$ cat src/rtl/cpu_pkg.sv
// Shared CPU definitions: writeback-source and load-size codes, writeback FSM encoding.
package cpu_pkg;

    localparam logic [1:0] WBSEL_ALU  = 2'b00;
    localparam logic [1:0] WBSEL_MEM  = 2'b01;
    localparam logic [1:0] WBSEL_LINK = 2'b10;

    localparam logic [1:0] MSZ_B = 2'b00;
    localparam logic [1:0] MSZ_H = 2'b01;
    localparam logic [1:0] MSZ_W = 2'b10;
    localparam logic [1:0] MSZ_D = 2'b11;

    typedef logic [1:0] state_t;
    localparam state_t ST_EMPTY    = 2'd0;
    localparam state_t ST_WAIT_MEM = 2'd1;
    localparam state_t ST_COMMIT   = 2'd2;

endpackage

$ cat src/rtl/load_align.sv
// Little-endian load lane selection and sign/zero extension to the full datapath width.
module load_align
    import cpu_pkg::*;
#(
    parameter int DATA_W = 32,
    parameter int OFF_W  = $clog2(DATA_W / 8)
) (
    input  logic [DATA_W-1:0] raw,
    input  logic [OFF_W-1:0]  off,
    input  logic [1:0]        size,
    input  logic              sgn,
    output logic [DATA_W-1:0] ext
);

    logic [1:0]        sz;
    logic [OFF_W-1:0]  mask;
    logic [OFF_W+2:0]  sh;
    logic [DATA_W-1:0] shifted;
    logic [DATA_W-1:0] keep;
    logic [6:0]        nbits;
    logic              msb;

    always_comb begin
        sz = size;
        if (DATA_W == 32 && size == MSZ_D) sz = MSZ_W;

        // Offset bits below the access size are dropped; a 32-bit word mask collapses to zero.
        case (sz)
            MSZ_B:   mask = '1;
            MSZ_H:   mask = {OFF_W{1'b1}} << 1;
            MSZ_W:   mask = {OFF_W{1'b1}} << 2;
            default: mask = '0;
        endcase

        sh      = {off & mask, 3'b000};
        shifted = raw >> sh;
        nbits   = 7'd8 << sz;

        case (sz)
            MSZ_B:   msb = shifted[7];
            MSZ_H:   msb = shifted[15];
            MSZ_W:   msb = shifted[31];
            default: msb = shifted[DATA_W-1];
        endcase

        keep = ~({DATA_W{1'b1}} << nbits);
        ext  = (shifted & keep) | ({DATA_W{sgn & msb}} & ~keep);
    end

endmodule

$ cat src/rtl/wb_stage_p.sv
// Writeback stage: selects ALU/load/link result, holds loads until memory data returns.
module wb_stage_p
    import cpu_pkg::*;
#(
    parameter int DATA_W = 32,
    parameter int REG_AW = 5,
    parameter int OFF_W  = $clog2(DATA_W / 8)
) (
    input  logic              clk,
    input  logic              reset,
    input  logic              in_valid,
    output logic              in_ready,
    input  logic              in_regwrite,
    input  logic [1:0]        in_wbsel,
    input  logic [1:0]        in_memsize,
    input  logic              in_memsigned,
    input  logic [OFF_W-1:0]  in_addr_lo,
    input  logic [DATA_W-1:0] in_aluout,
    input  logic [DATA_W-1:0] in_link,
    input  logic [REG_AW-1:0] in_rd,
    input  logic              mem_rvalid,
    input  logic [DATA_W-1:0] mem_rdata,
    output logic              rf_we,
    output logic [REG_AW-1:0] rf_waddr,
    output logic [DATA_W-1:0] rf_wdata,
    output logic              pend_valid,
    output logic [REG_AW-1:0] pend_rd
);

    state_t            state_q, state_d;
    logic              regwrite_q, regwrite_d;
    logic [REG_AW-1:0] rd_q, rd_d;
    logic [DATA_W-1:0] wdata_q, wdata_d;
    logic [1:0]        size_q, size_d;
    logic              signed_q, signed_d;
    logic [OFF_W-1:0]  off_q, off_d;
    logic [DATA_W-1:0] aligned;
    logic              accept;

    load_align #(
        .DATA_W (DATA_W),
        .OFF_W  (OFF_W)
    ) u_align (
        .raw  (mem_rdata),
        .off  (off_q),
        .size (size_q),
        .sgn  (signed_q),
        .ext  (aligned)
    );

    assign in_ready = (state_q != ST_WAIT_MEM);
    assign accept   = in_valid & in_ready;

    always_comb begin
        state_d    = state_q;
        regwrite_d = regwrite_q;
        rd_d       = rd_q;
        wdata_d    = wdata_q;
        size_d     = size_q;
        signed_d   = signed_q;
        off_d      = off_q;

        if (accept) begin
            regwrite_d = in_regwrite;
            rd_d       = in_rd;
            size_d     = in_memsize;
            signed_d   = in_memsigned;
            off_d      = in_addr_lo;
            if (in_wbsel == WBSEL_MEM) begin
                state_d = ST_WAIT_MEM;
            end else begin
                state_d = ST_COMMIT;
                wdata_d = (in_wbsel == WBSEL_LINK) ? in_link : in_aluout;
            end
        end else if (state_q == ST_WAIT_MEM) begin
            if (mem_rvalid) begin
                state_d = ST_COMMIT;
                wdata_d = aligned;
            end
        end else begin
            state_d = ST_EMPTY;
        end
    end

    always_ff @(posedge clk or posedge reset) begin
        if (reset) begin
            state_q    <= ST_EMPTY;
            regwrite_q <= 1'b0;
            rd_q       <= '0;
            wdata_q    <= '0;
            size_q     <= MSZ_B;
            signed_q   <= 1'b0;
            off_q      <= '0;
        end else begin
            state_q    <= state_d;
            regwrite_q <= regwrite_d;
            rd_q       <= rd_d;
            wdata_q    <= wdata_d;
            size_q     <= size_d;
            signed_q   <= signed_d;
            off_q      <= off_d;
        end
    end

    assign rf_we      = (state_q == ST_COMMIT) & regwrite_q & (rd_q != '0);
    assign rf_waddr   = rd_q;
    assign rf_wdata   = wdata_q;
    assign pend_valid = (state_q == ST_WAIT_MEM) & regwrite_q & (rd_q != '0);
    assign pend_rd    = rd_q;

endmodule

$ cat config.mk
export PLATFORM = sky130hd
export DESIGN_NAME = wb_stage_p
export DESIGN_NICKNAME = d
export VERILOG_FILES = /design/src/rtl/cpu_pkg.sv /design/src/rtl/load_align.sv /design/src/rtl/wb_stage_p.sv
export SDC_FILE = /design/constraint.sdc
export NUM_CORES = 1
export LEC_CHECK = 0
export CORE_ASPECT_RATIO = 2
export CORE_UTILIZATION = 40
export DETAILED_ROUTE_END_ITERATION = 7
export PLACE_DENSITY = 0.8
export SYNTH_ARGS = -nofsm -noshare
export SYNTH_HDL_FRONTEND = slang
export SYNTH_SLANG_ARGS = --single-unit
$ cat constraint.sdc
create_clock -name clk -period 2 [get_ports clk]
set_input_delay 0.4 -clock clk [delete_from_list [all_inputs] [get_ports clk]]
set_output_delay 0.4 -clock clk [all_outputs]
set_load 0.01 [all_outputs]
==> metrics <==
cts bufs inserted=5; Slew Limit Fails=0; Worst Reg2Reg Path Length in Cells=6; CTS Sinks=45; Die H=between 100 and 150 um; Yosys warnings=0; largest net degree at the start of global routing=46; Synth area leaders=dfrtp_1 37%, nand2_1 12%, mux2i_1 11%, mux4_2 5.2%, a21oi_1 4.1%; number of distinct library cells after synthesis=35; # nets final=636; crit path from=pend_rd[4]$_DFFE_PP0P_; combinational family with the most area after synthesis=simple AND/OR/NAND/NOR gates; simple-gate portion of the synthesized area=approximately 22%; kind of critical path=flip-flop to primary output; CTS tree=yes; Final Util=around 68%; via count=3350; Post-synth top cells=99 x nand2_1, 45 x dfrtp_1, 33 x mux2i_1; f_max=between 500 and 600 MHz; Slew @ Worst Pin=a little under 0.5 ns; max_cap viols=0; Clock Tree Buf Depth=2; slew margin rel.=68.0%; filler instances=around 610; Synth Register Bits=between 40 and 50; drt pass-1 iters=5; Yosys top cell area share=36.8%; syn_area_per_cell=between 8 and 9 sq um; full die area=0.00802 sq mm; worst-path maximum fanout=2; setup TNS=0 ns; Gate Count Post-Synth=about 370; CP startpoint kind=flip-flop; storage element area=0.00113 sq mm; post-synthesis sequential area ratio=between 30% and 40%; global-route wire length before repair=16.4 mm; total power per unit cell area=735 mW/mm^2; Final Cycle Share=between 90% and 100%; final setup vio count=0; vias per std cell=approximately 5.4; GP Congestion=approximately 0.84; number of synthesized flops with an enable pin=0; Hold Crit Class=input port to asynchronous set/reset pin; Clk pin slew, worst setup/hold paths=0.06 ns; Initial Utilization=a little over two fifths; H-tree depth=2; antenna cell count=0; layout cell share with drive strength beyond 1=between 10 and 15%; Crit. End Element=primary output; vias in the first global route=between 3000 and 4000; clock root buffer=clkbuf_16; number of I/O pins=about 160; GRT Total Usage=~27%; count leader, synth=nand2_1; initial antenna violation count=0; syn nets=around 480; data required time of the critical path=1.60 ns; WL final=about 11 mm; core area=about 0.0073 sq mm; Die Span X=about 64 um; Yosys top cell by area=dfrtp_1; status=completed; Synth Cell Area=around 0.0031 sq mm; RSZ-0062 raised after global routing=no; clock skew=0.00609 ns; mux share of post-synthesis cell area=approximately 16%; Fin. Hold Viols=0; Reg-to-Reg Start=size_q[1]$_DFFE_PP0P_; area of the multi-input gates=0.00172 sq mm; fraction of registers with async set/reset=100%; Lkg Pwr=approximately 0.0021 uW; XOR/XNOR share of the synthesized area=0%; top_reg_cell synth=dfrtp_1; Synth Area in Adders=0%; DRC=0; post-route ant nets=0; hpwl dp=roughly 8.4 mm; Area Overhead vs Synth=62.1%; gr ovfl total=0; CP arrival=~1.6 ns; peak supply drop=531 uV; port bufs=157; Synth Area in Compound Gates=approximately 17%; row count=44; clk_lat worst skew=0.28 ns; Tmin final=1.96 ns; Wirelength per Cell=roughly 17 um; DRT iter0 DRCs=about 260
-- logic make-up after synthesis --
kind of cell | after synthesis
buffers and inverters | 43
and+or+nand+nor | 150
muxes | 40
AOI/OAI and AO/OA | 88
DFF | 45
-- stage by stage --
stage	area (sq um)	power, uW	std cells	hold WS [ns]	setup slack [ns]
floorplan	3060	1950	366	0.439	0.380
global placement	4800	2740	608	0.459	-0.0481
detailed placement	4800	2780	608	0.458	-0.113
CTS	4960	3660	616	0.486	0.0346
global route	4960	3820	616	0.496	0.00294
finish	4960	3640	616	0.468	0.0381
-- cell usage in the layout, fill, tap and decap left out, drive strengths merged --
cell and count:
clkbuf 7, nand3b 1, buf 25, dfrtp 45, nor4bb 2, inv 13, nand2 101, o21ai 35
nor2 19, o21a 1, nand2b 3, o221ai 1, mux2i 33, nand4 8, mux4 7, nand3 10
a31oi 2, clkinv 1, a21oi 25, clkdlybuf4s50 155, a22oi 8, or4 1, o22ai 16, nor2b 4
nor3b 1
-- report_power, final --
group / leakage [uW] / switching (uW) / internal [uW]
Sequential: 0.000533 / 131 / 1100
Combinational: 0.00150 / 696 / 846
Clock: 0.0000799 / 338 / 529
-- per-layer routing --
| metal | GRT usage, % | part of all wire (%) |
|---|---|---|
| met2 | 51.6 | 56 |
| met3 | 3.62 | 4.8 |
| met4 | 13.8 | 4.3 |
| met1 | 27.4 | 34 |
| met5 | 0 | 0 |
-- layout make-up --
type	instances	area share, %
inverters	13	1.09
repair buffers	180	36.0
clock inverters	1	0.101
flip-flops and latches	45	22.7
multi-input cells	278	34.7
well taps	92	2.32
clock buffers	7	3.08
-- final timing paths --
path                       slack [ns]                  endpoint
max                              0.04                     rf_we
min                              0.47   rf_wdata[2]$_DFFE_PP0P_
max reg2reg                      0.11  rf_wdata[31]$_DFFE_PP0P_
min reg2reg                      0.49   rf_wdata[0]$_DFFE_PP0P_
max in group asynchronous        1.30  rf_wdata[11]$_DFFE_PP0P_
min in group clk                 0.49   rf_wdata[0]$_DFFE_PP0P_
-- sequential cells by signal (all words and copies together) (netlist names) --
register	cells
regwrite_q	1
rf_wdata	32
size_q	2
signed_q	1
off_q	2
state_q	2
pend_rd	5
-- worst max-delay path, cell delays in order, from the launching register on --
cell and delay, ns:
dfrtp_1 0.38, or4_4 0.53, o21ai_2 0.17, nor3b_1 0.06, buf_2 0.13
-- timing repair --
action                                  4_1_cts  5_1_grt
endpoints found under the setup margin        2        0
buffers inserted                              0        0
gates resized for setup                      11        0
hold buffers                                  0        0
Power figures use the tool's default switching activity.
